<file path="src/rtl/multicycle_control.sv">
// Multicycle MIPS control FSM: fetch/decode/execute/memory/writeback sequencing with memory wait states.
// Optional JAL support is enabled by defining the JAL_EN macro.
module multicycle_control #(
    parameter int          ALU_OP_WIDTH = 3,
    parameter logic [2:0]  ALU_OP_ADD   = 3'b100,
    parameter logic [2:0]  ALU_OP_SUB   = 3'b001,
    parameter logic [2:0]  ALU_OP_OR    = 3'b101,
    parameter logic [2:0]  ALU_OP_AND   = 3'b110,
    parameter logic [2:0]  ALU_OP_RTYPE = 3'b111
) (
    input  logic                    clk,
    input  logic                    reset,
    input  logic [5:0]              opcode_i,
    input  logic                    mem_ready_i,
    output logic                    pc_write_o,
    output logic                    branch_eq_o,
    output logic                    branch_ne_o,
    output logic                    i_or_d_o,
    output logic                    mem_read_o,
    output logic                    mem_write_o,
    output logic                    ir_write_o,
    output logic [1:0]              reg_dst_o,
    output logic [1:0]              mem_to_reg_o,
    output logic                    reg_write_o,
    output logic                    alu_src_a_o,
    output logic [1:0]              alu_src_b_o,
    output logic                    zero_ext_o,
    output logic [1:0]              pc_source_o,
    output logic [ALU_OP_WIDTH-1:0] alu_op_o,
    output logic                    illegal_op_o,
    output logic [3:0]              state_o
);

    typedef enum logic [3:0] {
        S_IDLE      = 4'd0,
        S_FETCH     = 4'd1,
        S_DECODE    = 4'd2,
        S_MEM_ADDR  = 4'd3,
        S_MEM_READ  = 4'd4,
        S_MEM_WB    = 4'd5,
        S_MEM_WRITE = 4'd6,
        S_R_EXEC    = 4'd7,
        S_I_EXEC    = 4'd8,
        S_R_WB      = 4'd9,
        S_I_WB      = 4'd10,
        S_BRANCH    = 4'd11,
        S_JUMP      = 4'd12,
        S_JAL       = 4'd13
    } state_t;

    typedef struct packed {
        logic                    pc_write;
        logic                    branch_eq;
        logic                    branch_ne;
        logic                    i_or_d;
        logic                    mem_read;
        logic                    mem_write;
        logic [1:0]              reg_dst;
        logic [1:0]              mem_to_reg;
        logic                    reg_write;
        logic                    alu_src_a;
        logic [1:0]              alu_src_b;
        logic                    zero_ext;
        logic [1:0]              pc_source;
        logic [ALU_OP_WIDTH-1:0] alu_op;
    } ctrl_t;

    localparam logic [5:0] OP_RTYPE = 6'h00;
    localparam logic [5:0] OP_J     = 6'h02;
    localparam logic [5:0] OP_JAL   = 6'h03;
    localparam logic [5:0] OP_BEQ   = 6'h04;
    localparam logic [5:0] OP_BNE   = 6'h05;
    localparam logic [5:0] OP_ADDI  = 6'h08;
    localparam logic [5:0] OP_ANDI  = 6'h0C;
    localparam logic [5:0] OP_ORI   = 6'h0D;
    localparam logic [5:0] OP_LW    = 6'h23;
    localparam logic [5:0] OP_SW    = 6'h2B;

    state_t     state_q;
    state_t     state_d;
    ctrl_t      ctrl_q;
    ctrl_t      ctrl_out;
    logic [3:0] state_raw;
    logic       state_known;
    logic       fetch_ack;

    function automatic state_t decode_next(input logic [5:0] op);
        state_t nxt;
        case (op)
            OP_RTYPE:                  nxt = S_R_EXEC;
            OP_ADDI, OP_ORI, OP_ANDI:  nxt = S_I_EXEC;
            OP_LW, OP_SW:              nxt = S_MEM_ADDR;
            OP_BEQ, OP_BNE:            nxt = S_BRANCH;
            OP_J:                      nxt = S_JUMP;
`ifdef JAL_EN
            OP_JAL:                    nxt = S_JAL;
`endif
            default:                   nxt = S_FETCH;
        endcase
        return nxt;
    endfunction

    function automatic logic opcode_legal(input logic [5:0] op);
        logic ok;
        case (op)
            OP_RTYPE, OP_ADDI, OP_ORI, OP_ANDI, OP_LW, OP_SW,
            OP_BEQ, OP_BNE, OP_J:      ok = 1'b1;
`ifdef JAL_EN
            OP_JAL:                    ok = 1'b1;
`endif
            default:                   ok = 1'b0;
        endcase
        return ok;
    endfunction

    // Registered control word for the state being entered; opcode is already stable
    // when leaving DECODE, so I_EXEC and BRANCH strobes can be resolved here.
    function automatic ctrl_t ctrl_for(input state_t s, input logic [5:0] op);
        ctrl_t c;
        c = '0;
        case (s)
            S_FETCH: begin
                c.mem_read  = 1'b1;
                c.alu_src_b = 2'b01;
                c.alu_op    = ALU_OP_WIDTH'(ALU_OP_ADD);
            end
            S_DECODE: begin
                c.alu_src_b = 2'b11;
                c.alu_op    = ALU_OP_WIDTH'(ALU_OP_ADD);
            end
            S_MEM_ADDR: begin
                c.alu_src_a = 1'b1;
                c.alu_src_b = 2'b10;
                c.alu_op    = ALU_OP_WIDTH'(ALU_OP_ADD);
            end
            S_MEM_READ: begin
                c.i_or_d   = 1'b1;
                c.mem_read = 1'b1;
            end
            S_MEM_WB: begin
                c.mem_to_reg = 2'b01;
                c.reg_write  = 1'b1;
            end
            S_MEM_WRITE: begin
                c.i_or_d    = 1'b1;
                c.mem_write = 1'b1;
            end
            S_R_EXEC: begin
                c.alu_src_a = 1'b1;
                c.alu_op    = ALU_OP_WIDTH'(ALU_OP_RTYPE);
            end
            S_I_EXEC: begin
                c.alu_src_a = 1'b1;
                c.alu_src_b = 2'b10;
                case (op)
                    OP_ORI: begin
                        c.alu_op   = ALU_OP_WIDTH'(ALU_OP_OR);
                        c.zero_ext = 1'b1;
                    end
                    OP_ANDI: begin
                        c.alu_op   = ALU_OP_WIDTH'(ALU_OP_AND);
                        c.zero_ext = 1'b1;
                    end
                    default: c.alu_op = ALU_OP_WIDTH'(ALU_OP_ADD);
                endcase
            end
            S_R_WB: begin
                c.reg_dst   = 2'b01;
                c.reg_write = 1'b1;
                c.alu_op    = ALU_OP_WIDTH'(ALU_OP_RTYPE);
            end
            S_I_WB: begin
                c.reg_write = 1'b1;
            end
            S_BRANCH: begin
                c.alu_src_a = 1'b1;
                c.alu_op    = ALU_OP_WIDTH'(ALU_OP_SUB);
                c.pc_source = 2'b01;
                c.branch_eq = (op == OP_BEQ);
                c.branch_ne = (op == OP_BNE);
            end
            S_JUMP: begin
                c.pc_source = 2'b10;
                c.pc_write  = 1'b1;
            end
`ifdef JAL_EN
            S_JAL: begin
                c.pc_source  = 2'b10;
                c.pc_write   = 1'b1;
                c.reg_write  = 1'b1;
                c.reg_dst    = 2'b10;
                c.mem_to_reg = 2'b10;
            end
`endif
            default: c = '0;
        endcase
        return c;
    endfunction

    always_comb begin
        state_d = S_FETCH;
        case (state_q)
            S_IDLE:      state_d = S_FETCH;
            S_FETCH:     state_d = mem_ready_i ? S_DECODE : S_FETCH;
            S_DECODE:    state_d = decode_next(opcode_i);
            S_MEM_ADDR:  state_d = (opcode_i == OP_SW) ? S_MEM_WRITE : S_MEM_READ;
            S_MEM_READ:  state_d = mem_ready_i ? S_MEM_WB : S_MEM_READ;
            S_MEM_WRITE: state_d = mem_ready_i ? S_FETCH : S_MEM_WRITE;
            S_R_EXEC:    state_d = S_R_WB;
            S_I_EXEC:    state_d = S_I_WB;
            default:     state_d = S_FETCH;
        endcase
    end

    always_ff @(posedge clk or posedge reset) begin
        if (reset) begin
            state_q <= S_IDLE;
            ctrl_q  <= '0;
        end else begin
            state_q <= state_d;
            ctrl_q  <= ctrl_for(state_d, opcode_i);
        end
    end

    assign state_raw = state_q;

    // Encodings past the last defined state never drive the datapath.
`ifdef JAL_EN
    assign state_known = (state_raw <= 4'd13);
`else
    assign state_known = (state_raw <= 4'd12);
`endif

    assign ctrl_out  = state_known ? ctrl_q : '0;
    assign fetch_ack = (state_q == S_FETCH) && mem_ready_i;

    assign pc_write_o   = ctrl_out.pc_write | fetch_ack;
    assign ir_write_o   = fetch_ack;
    assign branch_eq_o  = ctrl_out.branch_eq;
    assign branch_ne_o  = ctrl_out.branch_ne;
    assign i_or_d_o     = ctrl_out.i_or_d;
    assign mem_read_o   = ctrl_out.mem_read;
    assign mem_write_o  = ctrl_out.mem_write;
    assign reg_dst_o    = ctrl_out.reg_dst;
    assign mem_to_reg_o = ctrl_out.mem_to_reg;
    assign reg_write_o  = ctrl_out.reg_write;
    assign alu_src_a_o  = ctrl_out.alu_src_a;
    assign alu_src_b_o  = ctrl_out.alu_src_b;
    assign zero_ext_o   = ctrl_out.zero_ext;
    assign pc_source_o  = ctrl_out.pc_source;
    assign alu_op_o     = ctrl_out.alu_op;
    assign illegal_op_o = (state_q == S_DECODE) && !opcode_legal(opcode_i);
    assign state_o      = state_raw;

endmodule
</file>
<file path="config.mk">
export PLATFORM = sky130hd
export DESIGN_NAME = multicycle_control
export DESIGN_NICKNAME = d
export VERILOG_FILES = /design/src/rtl/multicycle_control.sv
export SDC_FILE = /design/constraint.sdc
export NUM_CORES = 1
export LEC_CHECK = 0
export CAP_MARGIN = 20
export CELL_PAD_IN_SITES_DETAIL_PLACEMENT = 1
export CELL_PAD_IN_SITES_GLOBAL_PLACEMENT = 2
export CORE_AREA = 2 2 74 76
export DETAILED_ROUTE_END_ITERATION = 7
export DIE_AREA = 0 0 76 78
export PLACE_DENSITY_LB_ADDON = 0.1
export SKIP_LAST_GASP = 1
export SLEW_MARGIN = 0
export SYNTH_ARGS = -nofsm -noshare
export SYNTH_HDL_FRONTEND = slang
export SYNTH_SLANG_ARGS = --single-unit
</file>
<file path="constraint.sdc">
create_clock -name clk -period 1.6 [get_ports clk]
set_input_delay 0.16 -clock clk [delete_from_list [all_inputs] [get_ports clk]]
set_output_delay 0.16 -clock clk [all_outputs]
set_load 0.03 [all_outputs]
</file>
==> reports/qor.yml <==
floorplan:
  die_w_microns: 76
  die_h_microns: 78
  die_area_sq_um: 5930
  fp-row-count: 26
  coreArea_sq_um: 5040
  start_util: 0.249
  ios: 35
worst_setup_path:
  arrival_ns: 2.01
  cp_max_fo: 6
  path_class: "register to register"
  rrSetupSlack_ns: -0.24
  reg2reg_from: "state_o[3]"
  crit_path_end_kind: "register"
  startpoint_type: "register"
  worstSetupStartpoint: "state_o[3]"
  reg2regPathDepth: 6
  reg2reg_to: "ctrl_q[1]"
  cp_data_required_time_ns: 1.77
power:
  vdd_drop_max_uv: 748
  p_leak_nw: 1.13
  p_per_area_nw_per_um2: 1480
cts:
  cts_buffers: 3
  ctsHtreeMaxLevel: 1
  cts_tree: "done"
  cts_buffer_depth: 2
  cts.sinks: 22
  root_buffer: "clkbuf_8"
  clk_pin_slew_ns: 0.08
  cts_hold_buf: 0
  clk_latency_ns: 0.26
hold_path:
  min_path_cells: 3
  min_path_type: "input pin to register"
  min_from: "opcode_i[0]"
  hold_path_end: "ctrl_q[18]"
layout:
  drive_above_1_share: 0.665
  syn_to_final_growth_pct: 92.3
  layout_commonest_cell: "buf_4"
  fin_util: 0.478
  antenna_cells: 0
  layout.nets: 228
  final_cell_mix: "buf_4, buf_6, dfrtp_1"
  finalInstanceArea_sq_um: 2410
grt:
  grt-ovfl-total: 0
  grt_util_all_layers: 0.142
  grt_pass1_wl_microns: 6660
  grt_pass1_vias: 1362
  grt_start_max_net_pins: 23
  antenna_found_initial: 0
route:
  wl_per_cell_microns: 13.8
  vias: 1258
  final_antenna_net_count: 0
  drt-total-wl_microns: 3980
  drc: 0
  drt_pre_antenna_iters: 3
  drtIter0Drc: 46
  viasPerCell: 4.37
timing:
  hold_viol_final: 0
  setup-violations-final: 34
  finalCritPeriodShare: 1.15
  setup_ws_ns: -0.237
  period_needed_ns: 1.84
  max_freq_mhz: 544
  skew_ns: 0.00179
  slew_viol_final: 0
  rsz0062_at_grt: "true"
logic_synthesis:
  syn_inst: 130
  synthesis.area_sq_um: 1250
  yosysSeqAreaShare: 0.439
  ys_types: 41
  yosys_warnings: 0
  avgSynthCellArea_sq_um: 9.64
  synth-seq-cells: 22
placed_design:
  post_dp_cell_area_sq_um: 1980
  hpwl_microns: 2870
  portBuffers: 32
  gp_congestion: 0.805
outcome:
  violations: "setup timing"
  outcome: "finished, violations left"
run:
  max_cap_viol_count: 0
[synth_stat cells]
library cell	count	share of area
clkinv_4	1	0.0070
nor3b_1	2	0.012
nor4_1	3	0.015
xnor2_1	1	0.0070
buf_4	2	0.012
and3_1	1	0.0050
o211ai_1	2	0.012
o22a_1	1	0.0070
a21o_1	1	0.0060
or4b_4	1	0.011
nor2_1	13	0.039
and2_1	18	0.090
clkbuf_1	2	0.0060
nand3_1	4	0.016
nand4b_1	1	0.0070
nand4_4	1	0.017
or2_2	1	0.0050
o221ai_4	1	0.021
or3b_2	1	0.0070
inv_1	7	0.021
a211oi_4	1	0.016
a31oi_2	1	0.010
conb_1	1	0.0030
a211oi_1	1	0.0060
and3_4	1	0.0090
nor2b_1	4	0.020
or4b_1	2	0.016
nor3_2	1	0.0080
buf_2	2	0.0080
a21oi_1	3	0.012
a211o_1	1	0.0070
nor3_1	6	0.024
nand3b_1	2	0.012
a31o_2	1	0.0070
o31ai_2	2	0.020
dfrtp_1	22	0.44
nand2_1	10	0.030
mux2i_1	1	0.0080
o21ai_0	1	0.0040
buf_6	1	0.0090
nand2b_1	2	0.010
[critical path: stages (launching register included)]
cell,delay (ns)
dfrtp_2,0.48
or4b_4,0.52
a31oi_4,0.21
a211oi_4,0.13
clkinv_4,0.08
nand4_4,0.12
o31ai_2,0.21
[cells by family (layout without fill, tap and decap cells)]
| kind of cell | count (synthesis) | in the layout | synth area share |
|---|---|---|---|
| AND/OR/NAND/NOR | 74 | 74 | 0.352 |
| flip-flops | 22 | 22 | 0.439 |
| AO/OA/AOI/OAI | 16 | 16 | 0.128 |
| buffers and inverters | 15 | 102 | 0.0629 |
| other | 1 | 2 | 0.00299 |
| XOR/XNOR | 1 | 1 | 0.00699 |
| multiplexers | 1 | 1 | 0.00798 |
[cell type report]
class	count	area, sq um
timing repair buffer	90	840
tap	70	87.6
inverter	8	37.5
multi-input combinational	94	836
fill	564	2630
sequential	22	556
clock buffer	4	55.1
[registers in the layout, summed over array words and instances (netlist names)]
signal   flops
ctrl_q      18
state_o      4
[per-layer routing]
metal / global-route usage / wire length [microns]
met1: 0.176 / 1710
met2: 0.257 / 2150
met3: 0.0163 / 85
met4: 0.0491 / 42
met5: 0 / 0
[power breakdown]
| part | internal [W] | switching, W |
|---|---|---|
| logic | 0.00125 | 0.00112 |
| registers | 0.000680 | 0.000124 |
| clock network | 0.000219 | 0.000176 |
| total | 0.00215 | 0.00142 |
[how the worst max path moves through the flow]
stage                    to  slack [ns]  cells after the start
2_1_floorplan     ctrl_q[1]       -0.18                      6
3_3_place_gp   illegal_op_o       -0.64                      7
3_5_place_dp   illegal_op_o       -0.70                      7
4_1_cts           ctrl_q[1]       -0.25                      6
5_1_grt           ctrl_q[1]       -0.30                      6
6_report          ctrl_q[1]       -0.24                      6
[metrics by stage]
stage               worst slack [ns]  TNS, ns  total power, W  std cells  hold WS (ns)
detailed placement            -0.703    -9.61         0.00266        271         0.530
finish                        -0.237    -4.87         0.00357        288         0.212
global route                  -0.297    -8.27         0.00383        288         0.222
global placement              -0.640    -8.80         0.00262        271         0.514
floorplan                     -0.177    -1.45         0.00185        131         0.149
CTS                           -0.249    -5.81         0.00329        282         0.242
[repair_timing]
item,in CTS,in global routing
cloned,2,1
setup endpoints to repair,43,39
gates resized for setup,50,49
pin swaps,13,23
buffers inserted,6,5
Note: power is estimated with default switching activity, not from simulation.
